[src/rtl/gpio_pkg.sv]
// Shared definitions for the GPIO port controller: register word addresses.
package gpio_pkg;

  typedef logic [2:0] gpio_addr_t;

  localparam gpio_addr_t GPIO_ADDR_DATA_OUT = 3'd0;
  localparam gpio_addr_t GPIO_ADDR_DIR      = 3'd1;
  localparam gpio_addr_t GPIO_ADDR_DATA_IN  = 3'd2;
  localparam gpio_addr_t GPIO_ADDR_IRQ_EN   = 3'd3;
  localparam gpio_addr_t GPIO_ADDR_RISE_EN  = 3'd4;
  localparam gpio_addr_t GPIO_ADDR_FALL_EN  = 3'd5;
  localparam gpio_addr_t GPIO_ADDR_IRQ_PEND = 3'd6;
  localparam gpio_addr_t GPIO_ADDR_TOGGLE   = 3'd7;

endpackage

[src/rtl/gpio_sync_filter.sv]
// Two-flop pad synchroniser with optional per-pin debounce (macro GPIO_DEBOUNCE_EN).
// Without the macro DATA_IN is the second sync stage and DB_DIV is unused.
module gpio_sync_filter #(
  parameter int unsigned WIDTH  = 8,
  parameter int unsigned DB_DIV = 1000
) (
  input  logic             clk,
  input  logic             rst,
  input  logic [WIDTH-1:0] gpio_i,
  output logic [WIDTH-1:0] data_in_o
);

  logic [WIDTH-1:0] sync1_q, sync1_d;
  logic [WIDTH-1:0] sync2_q, sync2_d;

  always_comb begin
    sync1_d = gpio_i;
    sync2_d = sync1_q;
  end

  always_ff @(posedge clk) begin
    if (rst) begin
      sync1_q <= '0;
      sync2_q <= '0;
    end else begin
      sync1_q <= sync1_d;
      sync2_q <= sync2_d;
    end
  end

`ifdef GPIO_DEBOUNCE_EN
  localparam int unsigned DB_W = $clog2(DB_DIV);

  logic [DB_W-1:0]        div_q, div_d;
  logic                   tick;
  logic [WIDTH-1:0][1:0]  stab_q, stab_d;
  logic [WIDTH-1:0]       filt_q, filt_d;

  // Prescaler wraps every DB_DIV cycles; a pin follows sync2 after three differing ticks.
  always_comb begin
    tick   = (div_q == DB_W'(DB_DIV - 1));
    div_d  = tick ? '0 : div_q + DB_W'(1);
    stab_d = stab_q;
    filt_d = filt_q;
    if (tick) begin
      for (int unsigned i = 0; i < WIDTH; i++) begin
        if (sync2_q[i] != filt_q[i]) begin
          if (stab_q[i] == 2'd2) begin
            filt_d[i] = sync2_q[i];
            stab_d[i] = 2'd0;
          end else begin
            stab_d[i] = stab_q[i] + 2'd1;
          end
        end else begin
          stab_d[i] = 2'd0;
        end
      end
    end
  end

  always_ff @(posedge clk) begin
    if (rst) begin
      div_q  <= '0;
      stab_q <= '0;
      filt_q <= '0;
    end else begin
      div_q  <= div_d;
      stab_q <= stab_d;
      filt_q <= filt_d;
    end
  end

  assign data_in_o = filt_q;
`else
  logic db_div_unused;
  assign db_div_unused = ^DB_DIV;
  assign data_in_o     = sync2_q;
`endif

endmodule

[src/rtl/gpio_port_ctrl.sv]
// GPIO port controller: register file, per-pin edge detection, W1C pending and port IRQ.
// Optional input debounce is enabled with macro GPIO_DEBOUNCE_EN (see gpio_sync_filter).
module gpio_port_ctrl
  import gpio_pkg::*;
#(
  parameter int unsigned WIDTH  = 8,
  parameter int unsigned DB_DIV = 1000
) (
  input  logic             clk,
  input  logic             rst,
  input  logic [2:0]       bus_addr_i,
  input  logic             bus_we_i,
  input  logic             bus_re_i,
  input  logic [WIDTH-1:0] bus_wdata_i,
  output logic [WIDTH-1:0] bus_rdata_o,
  output logic             bus_rvalid_o,
  input  logic [WIDTH-1:0] gpio_i,
  output logic [WIDTH-1:0] gpio_o,
  output logic [WIDTH-1:0] gpio_oe_o,
  output logic             irq_o
);

  logic [WIDTH-1:0] data_in;
  logic [WIDTH-1:0] data_out_q, data_out_d;
  logic [WIDTH-1:0] dir_q, dir_d;
  logic [WIDTH-1:0] irq_en_q, irq_en_d;
  logic [WIDTH-1:0] rise_en_q, rise_en_d;
  logic [WIDTH-1:0] fall_en_q, fall_en_d;
  logic [WIDTH-1:0] pend_q, pend_d;
  logic [WIDTH-1:0] prev_q, prev_d;
  logic [WIDTH-1:0] rdata_q, rdata_d;
  logic             rvalid_q, rvalid_d;
  logic             irq_q, irq_d;
  logic [WIDTH-1:0] w1c_mask;
  logic [WIDTH-1:0] rise;
  logic [WIDTH-1:0] fall;

  gpio_sync_filter #(
    .WIDTH  (WIDTH),
    .DB_DIV (DB_DIV)
  ) u_sync_filter (
    .clk       (clk),
    .rst       (rst),
    .gpio_i    (gpio_i),
    .data_in_o (data_in)
  );

  // Register writes, edge capture (a fresh edge beats a same-cycle clear) and read mux.
  always_comb begin
    data_out_d = data_out_q;
    dir_d      = dir_q;
    irq_en_d   = irq_en_q;
    rise_en_d  = rise_en_q;
    fall_en_d  = fall_en_q;
    rdata_d    = rdata_q;
    rvalid_d   = bus_re_i;
    w1c_mask   = '0;

    if (bus_we_i) begin
      case (bus_addr_i)
        GPIO_ADDR_DATA_OUT: data_out_d = bus_wdata_i;
        GPIO_ADDR_DIR:      dir_d      = bus_wdata_i;
        GPIO_ADDR_IRQ_EN:   irq_en_d   = bus_wdata_i;
        GPIO_ADDR_RISE_EN:  rise_en_d  = bus_wdata_i;
        GPIO_ADDR_FALL_EN:  fall_en_d  = bus_wdata_i;
        GPIO_ADDR_IRQ_PEND: w1c_mask   = bus_wdata_i;
        GPIO_ADDR_TOGGLE:   data_out_d = data_out_q ^ bus_wdata_i;
        default: ;
      endcase
    end

    rise   = data_in & ~prev_q & rise_en_q & ~dir_q;
    fall   = ~data_in & prev_q & fall_en_q & ~dir_q;
    pend_d = (pend_q & ~w1c_mask) | rise | fall;
    prev_d = data_in;
    irq_d  = |(pend_q & irq_en_q);

    if (bus_re_i) begin
      case (bus_addr_i)
        GPIO_ADDR_DATA_OUT: rdata_d = data_out_q;
        GPIO_ADDR_DIR:      rdata_d = dir_q;
        GPIO_ADDR_DATA_IN:  rdata_d = data_in;
        GPIO_ADDR_IRQ_EN:   rdata_d = irq_en_q;
        GPIO_ADDR_RISE_EN:  rdata_d = rise_en_q;
        GPIO_ADDR_FALL_EN:  rdata_d = fall_en_q;
        GPIO_ADDR_IRQ_PEND: rdata_d = pend_q;
        default:            rdata_d = '0;
      endcase
    end
  end

  always_ff @(posedge clk) begin
    if (rst) begin
      data_out_q <= '0;
      dir_q      <= '0;
      irq_en_q   <= '0;
      rise_en_q  <= '0;
      fall_en_q  <= '0;
      pend_q     <= '0;
      prev_q     <= '0;
      rdata_q    <= '0;
      rvalid_q   <= 1'b0;
      irq_q      <= 1'b0;
    end else begin
      data_out_q <= data_out_d;
      dir_q      <= dir_d;
      irq_en_q   <= irq_en_d;
      rise_en_q  <= rise_en_d;
      fall_en_q  <= fall_en_d;
      pend_q     <= pend_d;
      prev_q     <= prev_d;
      rdata_q    <= rdata_d;
      rvalid_q   <= rvalid_d;
      irq_q      <= irq_d;
    end
  end

  assign gpio_o       = data_out_q;
  assign gpio_oe_o    = dir_q;
  assign bus_rdata_o  = rdata_q;
  assign bus_rvalid_o = rvalid_q;
  assign irq_o        = irq_q;

endmodule

[config.mk]
export PLATFORM = sky130hd
export DESIGN_NAME = gpio_port_ctrl
export DESIGN_NICKNAME = d
export VERILOG_FILES = /design/src/rtl/gpio_pkg.sv /design/src/rtl/gpio_sync_filter.sv /design/src/rtl/gpio_port_ctrl.sv
export SDC_FILE = /design/constraint.sdc
export NUM_CORES = 1
export LEC_CHECK = 0
export CELL_PAD_IN_SITES_DETAIL_PLACEMENT = 1
export CELL_PAD_IN_SITES_GLOBAL_PLACEMENT = 2
export CORE_ASPECT_RATIO = 1.4
export CORE_MARGIN = 10
export CORE_UTILIZATION = 36
export DETAILED_ROUTE_END_ITERATION = 8
export GPL_TIMING_DRIVEN = 0
export PLACE_DENSITY = 0.82
export SLEW_MARGIN = 20
export SYNTH_ARGS = -nofsm -noshare
export SYNTH_HDL_FRONTEND = slang
export SYNTH_SLANG_ARGS = --single-unit
[constraint.sdc]
create_clock -name clk -period 3.5 [get_ports clk]
set_input_delay 0.7 -clock clk [delete_from_list [all_inputs] [get_ports clk]]
set_output_delay 0.7 -clock clk [all_outputs]
set_load 0.05 [all_outputs]
# == Word-level counts from Yosys, hierarchy flattened ==
# Cells that the tools add are included.
# totals
regBits,82
wordCells,46
out_inout_bits,26
in_bits,23
# op_classes
mux,4
reduce_logical,8
eq_ne,7
bitwise_logic,15
# op_table
operator,n
8-bit bitwise AND,8
8-bit case mux with 7 select lines,1
8-bit inverter,4
8-bit 2-to-1 mux,2
8-bit bitwise OR,2
8-bit case mux with 2 select lines,1
"3-bit equality test, second input constant",4
2-bit AND reduction,5
8-bit OR reduction,1
8-bit bitwise XOR,1
"3-bit by 2-bit equality test with 1-bit output, second input constant",2
"3-bit by 1-bit equality test with 1-bit output, second input constant",1
3-bit zero test,1
2-bit nonzero test,1

# == Logic depth before layout (Yosys ltp) ==
# Gate-level depths: netlist of the first run.
# depth
depth_word,7
mapped_depth,7
mapped_depth_nobuf,4

# == Modules after synthesis ==
# Synthesis of the first run repeated with hierarchy kept, for this count alone.
# unflattened
cells_unflattened,406
hier_area_um2,3629.7
# by_module_without_submodules
mod,area_per_inst_um2,seq_area_each_um2,instances,cells_each
gpio_port_ctrl,3165.5,1321.3,1,373
gpio_sync_filter,464.2,320.3,1,33

# == Worst setup path before layout of the first run ==
# OpenSTA, ideal clock, no wires.
# synth_path
path_type,input to register
from,in bus_addr_i[0]
to,"reg data_out_q[0], in the netlist gpio_o[0]"
path_stages,6
setup_time_ns,0.128
arrival_ns,1.728
required_ns,3.372
path_buffers,2
slack_ns,1.645
cell_sequence,buf_2 or4b_4 buf_6 nand2_2 xnor2_1 nor2_1
# synth_via
elab_chain_cells,3
elab_cells_between_ends,5
cone_classes,eq/ne: 1; mux: 1; reduce/logical: 3
# synth_lines
element,line,source
"start, declared",gpio_port_ctrl.sv:11,"input logic [2:0] bus_addr_i,"
3-bit equality test or 3-bit zero test (tied branches),gpio_port_ctrl.sv:60,case (bus_addr_i)
2-bit nonzero test (no source line),-,
2-bit AND reduction (no source line),-,
"end signal, assigned",gpio_port_ctrl.sv:105,data_out_q <= data_out_d;
"end, declared",gpio_port_ctrl.sv:24,"logic [WIDTH-1:0] data_out_q, data_out_d;"
# Parallel ways exist; a longest one is shown, timed or not.
# A chain may end at the register's enable or synchronous reset.

# == Worst setup path after layout of the first run ==
# layout_path
from,in bus_addr_i[2]
to,reg fall_en_q[4]
# layout_via
elab_chain_cells,2
# layout_lines
element,line,source
3-bit equality test,gpio_port_ctrl.sv:60,
2-bit AND reduction (no source line),-,
"end signal, assigned",gpio_port_ctrl.sv:109,fall_en_q <= fall_en_d;
"end, declared",gpio_port_ctrl.sv:28,"logic [WIDTH-1:0] fall_en_q, fall_en_d;"
# Every way passes these cells.

==> results of run 1 <==
## logic make-up after synthesis
kind of cell | count (synthesis)
AO/OA/AOI/OAI | 84
multiplexers | 23
flip-flops | 82
XOR/XNOR | 8
buffers and inverters | 29
AND/OR/NAND/NOR | 172
## critical path, cell delays in order
cell and delay (ns):
clkdlybuf4s50_1 0.47, buf_4 0.17, buf_2 0.29, buf_2 0.33, nand3_1 0.50, nand2_1 0.22
a21oi_1 0.08
## final timing paths
check | startpoint | end | slack, ns
hold reg to reg | u_sync_filter.sync1_q[7] | u_sync_filter.data_in_o[7] | 0.44
hold / removal | u_sync_filter.sync1_q[7] | u_sync_filter.data_in_o[7] | 0.44
setup / recovery | bus_addr_i[2] | fall_en_q[4] | 0.93
setup reg to reg | fall_en_q[7] | bus_rdata_o[7] | 2.15
## layout make-up
class                           count  area [µm²]
Inverter                            2       7.507
Sequential cell                    82        1642
Clock inverter                      4       48.80
Buffer                             27       133.9
Multi-Input combinational cell    287        1748
Fill cell                        1134        5050
Clock buffer                       12       256.5
Tap cell                          132       165.2
Timing Repair Buffer               46       460.4
## cell usage in the layout (no fill, tap or decap), types with 3 or more instances in the layout
cell	Yosys	final
o211ai_1	8	8
a22o_1	5	5
clkdlybuf4s50_1	0	46
mux2_2	10	10
a222oi_1	5	5
clkbuf_1	14	15
xnor2_1	8	8
mux2i_1	13	13
a22oi_1	5	5
nand3_1	7	7
clkbuf_16	0	9
a21oi_1	41	41
o2bb2ai_1	5	5
a31oi_1	3	3
nand2_1	73	73
a221oi_1	5	5
nand3b_1	16	16
nor2_1	26	26
nor2b_1	31	31
nand2_2	8	8
dfxtp_1	82	82
buf_2	8	8
## through the flow
| step | instances | cell area, µm² | utilization, % |
|---|---|---|---|
| 2_1_floorplan | 398 | 3531 | - |
| 3_3_place_gp | 576 | 4156 | 43.70 |
| 3_5_place_dp | 576 | 4156 | 43.70 |
| 4_1_cts | 592 | 4462 | 46.91 |
| 5_1_grt | 592 | 4462 | 46.91 |
| 6_report | 592 | 4462 | 46.91 |
## per-layer routing
metal / up-vias / wire [µm]
li1: 1503 / -
met3: 21 / 624
met1: 1518 / 5345
met2: 72 / 6345
met5: - / 0
met4: 0 / 318
## power by group
| group | switching, mW | internal, mW |
|---|---|---|
| registers | 0.0184 | 0.958 |
| logic | 0.134 | 0.0769 |
| clock network | 0.391 | 0.592 |
==> results.yml, run 1 <==
cts:
  cts_resized: 0
  max-clock-path-buffers: 2
  clock_sinks: 82
  cts_tree: "done"
  ctsHoldBuffers: 0
  insertion_delay_ns: 0.34
  cts_setup_buffers: 0
  cts_root_buf: "clkbuf_16"
  cts.htree.levels: 3
  clk_pin_slew_ns: 0.06
  numCtsBuffers: 9
sta:
  fin_ws_ns: 0.9307
  worstMarginPinSlew_ns: 0.8291
  fmax_ghz: 0.3892
  rsz0062_at_grt: "false"
  whs_ns: 0.4398
  setup_viol: 0
  drv_slew: 0
  worst_slew_margin_rel_pct: 44.43
  period_needed_ns: 2.569
  finalSetupTns_ns: 0
  report.final.hold_viol_count: 0
  fin_skew_ns: 0.005602
  fin_crit_sh_pct: 73.41
grt:
  use_met3_pct: 5.002
  grt_use_met1_pct: 19.63
  grt_busiest_layer: "met2"
  antenna_found_initial: 0
  grt_pass1_wl_um: 19840
  first_global_vias: 3407
  grt_max_degree: 14
  track_usage_pct: 18.15
  global_route.usage.met2_pct: 32.84
  overflow: 0
critical_path:
  crit_fanout: 10
  end_kind: "flip-flop"
  required_ns: 3.70
  reg2reg_depth: 4
  worstSetupPathType: "input pin to flip-flop"
  worstPathArrival_ns: 2.77
  crit_path_start_kind: "input pin"
drt:
  vias: 3114
  avgViaCountPerCell: 5.260
  dr.pass1.iters: 5
  drc: 0
  drtAntennaViolNets: 0
  wirelength_um: 12630
  routedWlPerCell_um: 21.34
  drt-initial-drc-count: 165
floorplanning:
  die-height_um: 137.2
  initial_core_util_pct: 37.12
  pin_count: 49
  die_x_um: 103.7
  dieArea_um2: 14230
  coreArea_um2: 9512
  rows: 42
synthesis:
  async_flop_share_pct: 0
  syn-cell-area_um2: 3531
  avgSynthCellArea_um2: 8.872
  synth.largest_area_cell: "dfxtp_1"
  yosys.area_share.simple_pct: 24.70
  ys_warn_count: 0
  synth_top_cell_area_share_pct: 46.49
  synthTopCellsByArea: "dfxtp_1 (46%), nand2_1 (7.8%), a21oi_1 (5.8%)"
  postSynthNetCount: 421
  synth_cell_types: 38
  synth-seq-cells: 82
  syn_inst: 398
  seq_area_frac_synth_pct: 46.49
  synth_most_common_cell: "dfxtp_1"
  synth_xor_area_share_pct: 1.984
  synth_top_family_by_area: "simple AND/OR/NAND/NOR gates"
  synth-adder-area-share_pct: 0
  yosys-top-cells-count: "dfxtp_1 (82), nand2_1 (73), a21oi_1 (41)"
  synth_edf_count: 0
  synthFlopType: "dfxtp_1"
  synth-compound-area-share_pct: 15.95
  muxShareOfSynthArea_pct: 6.875
finish:
  area_growth_syn_to_layout_pct: 26.36
  drive_gt1_share_pct: 10.43
  fin_nets: 478
  num_antenna_cells: 0
power_and_ir_drop:
  total_power_mw: 2.171
  ir_drop_mv: 0.2802
  pwr_density_cell_nw_per_um2: 486.6
  leakage_nw: 1.533
run_status:
  status: "finished, final reports clean"
place:
  finalWeightedCongestion: 0.8424
  preCtsSetupSlack_ns: 0.6148
  dp_hpwl_um: 8625
  io_buffers: 46
hold_path:
  hold_path_class: "flip-flop to flip-flop"
  worstHoldPathCells: 1
flow_run:
  drv_cap: 0
Note: power is estimated with default switching activity, not from simulation.
==> run 2, diff against run 1 <==
CORE_UTILIZATION = 30   (was 36)
PLACE_DENSITY = 0.73   (was 0.82)
clock period = 2.3 ns   (was 3.5 ns; I/O delays follow)
==> run 2 against run 1 <==
  * Global-route usage fell by 2.8 points
  * Sequential cell count unchanged
  * Routed wire length up 1.0%
  * Utilization fell by 7.8 points
  * Die area up 16%
  * Non-clock buffer count unchanged
  * Via count up 2.1%
  * Total power is 51% higher
  * Critical path depth unchanged
==> results.yml, run 2 (synthesized netlist as in run 1, its figures left out) <==
cts:
  numCtsBuffers: 9
  max-clock-path-buffers: 2
  clock_sinks: 82
  insertion_delay_ns: 0.35
  cts_resized: 0
  cts_root_buf: "clkbuf_16"
  clk_pin_slew_ns: 0.06
  cts.htree.levels: 3
  ctsHoldBuffers: 0
  cts_setup_buffers: 0
  cts_tree: "done"
grt:
  grt_pass1_wl_um: 19870
  track_usage_pct: 15.39
  antenna_found_initial: 0
  first_global_vias: 3317
  overflow: 0
  grt_max_degree: 16
finish:
  num_antenna_cells: 0
  drive_gt1_share_pct: 11.09
  multi_input_area_um2: 1755
  fin_nets: 478
  mostFrequentLayoutCells: "dfxtp_1 (82), nand2_1 (72), clkdlybuf4s50_1 (46), a21oi_1 (41), nor2b_1 (31)"
  mostFrequentLayoutCell: "dfxtp_1"
  fillers: 1323
  area.sequential_um2: 1642
  area_growth_syn_to_layout_pct: 26.97
sta:
  drv_slew: 0
  worst_slew_margin_rel_pct: 44.43
  report.final.hold_viol_count: 0
  finalSetupTns_ns: 0
  rsz0062_at_grt: "false"
  fmax_ghz: 0.4594
  fin_crit_sh_pct: 94.64
  setup_viol: 0
  fin_skew_ns: 0.005317
  fin_ws_ns: 0.1233
  period_needed_ns: 2.177
  worstMarginPinSlew_ns: 0.8291
drt:
  drt-initial-drc-count: 143
  vias: 3178
  drtAntennaViolNets: 0
  routedWlPerCell_um: 21.13
  dr.pass1.iters: 6
  wirelength_um: 12770
  avgViaCountPerCell: 5.262
  drc: 0
critical_path:
  end_kind: "flip-flop"
  crit_path_top_delay_cell: "clkbuf_1"
  worstPathArrival_ns: 2.38
  worstSetupPathType: "input pin to flip-flop"
  cpPeakStageDelay_ns: 0.55
  crit_fanout: 10
  crit_path_cell_trace: "clkdlybuf4s50_1 -> clkbuf_1 -> and4b_1 -> buf_2 -> nand2_1 -> a21oi_1 -> nor2_1"
  crit_path_start_kind: "input pin"
  required_ns: 2.51
place:
  finalWeightedCongestion: 0.8527
  io_buffers: 46
  dp_hpwl_um: 9024
  preCtsSetupSlack_ns: -0.3079
floorplanning:
  die_x_um: 111.7
  rows: 46
  pin_count: 49
  die-height_um: 148.4
  coreArea_um2: 11450
  initial_core_util_pct: 30.83
  dieArea_um2: 16570
power_and_ir_drop:
  leakage_nw: 1.525
  ir_drop_mv: 0.3435
  pwr_density_cell_nw_per_um2: 733.1
hold_path:
  hold_path_class: "flip-flop to flip-flop"
flow_run:
  drv_cap: 0
run_status:
  status: "finished, final reports clean"
-- run 2: changes by cell type in the layout (fill, tap and decap cells not counted), sizes merged --
| cell | delta |
|---|---|
| clkinv | +1 |
| clkinvlp | +2 |
| clkbuf | -3 |
-- run 2: final cells by class --
type                    instances  area share (%)
well taps                     144           4.019
inverters                       2          0.1675
multi-input cells             287           39.16
flip-flops and latches         82           36.62
plain buffers                  27           2.986
clock inverters                 7           1.758
repair buffers                 46           10.27
clock buffers                   9           5.024
-- run 2: metal layers --
metal,wire length (µm),GRT usage [%],up-vias
met5,0,0,-
li1,-,-,1504
met2,6315,26.08,91
met3,650,3.261,21
met4,309,6.508,0
met1,5489,18.27,1562
-- run 2: per-stage QoR --
step,hold WS [ns],utilization [%],total power [mW],cells,instance area (µm²)
floorplan,0.4138,-,1.691,398,3531
global placement,0.4176,36.42,1.835,588,4172
detailed placement,0.4247,36.42,1.841,588,4172
CTS,0.4400,39.08,3.321,604,4476
global route,0.4585,39.14,3.399,604,4483
finish,0.4383,39.14,3.286,604,4483
-- run 2: worst max-delay path, delay by kind of cell --
kind	cells	cell delay (ns)
AOI/OAI and AO/OA	1	0.18
buffers and inverters	3	1.31
and+or+nand+nor	3	0.42
-- run 2: path summary, 6_finish.rpt --
path / start / to / slack, ns / cells after the start
worst min-delay path: u_sync_filter.sync1_q[7] / u_sync_filter.data_in_o[7] / 0.44 / 1
worst max register to register: fall_en_q[7] / bus_rdata_o[7] / 0.99 / 4
worst max-delay path: bus_we_i / pend_q[2] / 0.12 / 7
worst min register to register: u_sync_filter.sync1_q[7] / u_sync_filter.data_in_o[7] / 0.44 / 1
-- run 2: where the power goes --
part,leakage [nW],total (mW),switching [mW],internal (mW)
Sequential,0.667,1.49,0.0278,1.46
Clock,0.144,1.48,0.628,0.850
Combinational,0.714,0.323,0.205,0.117
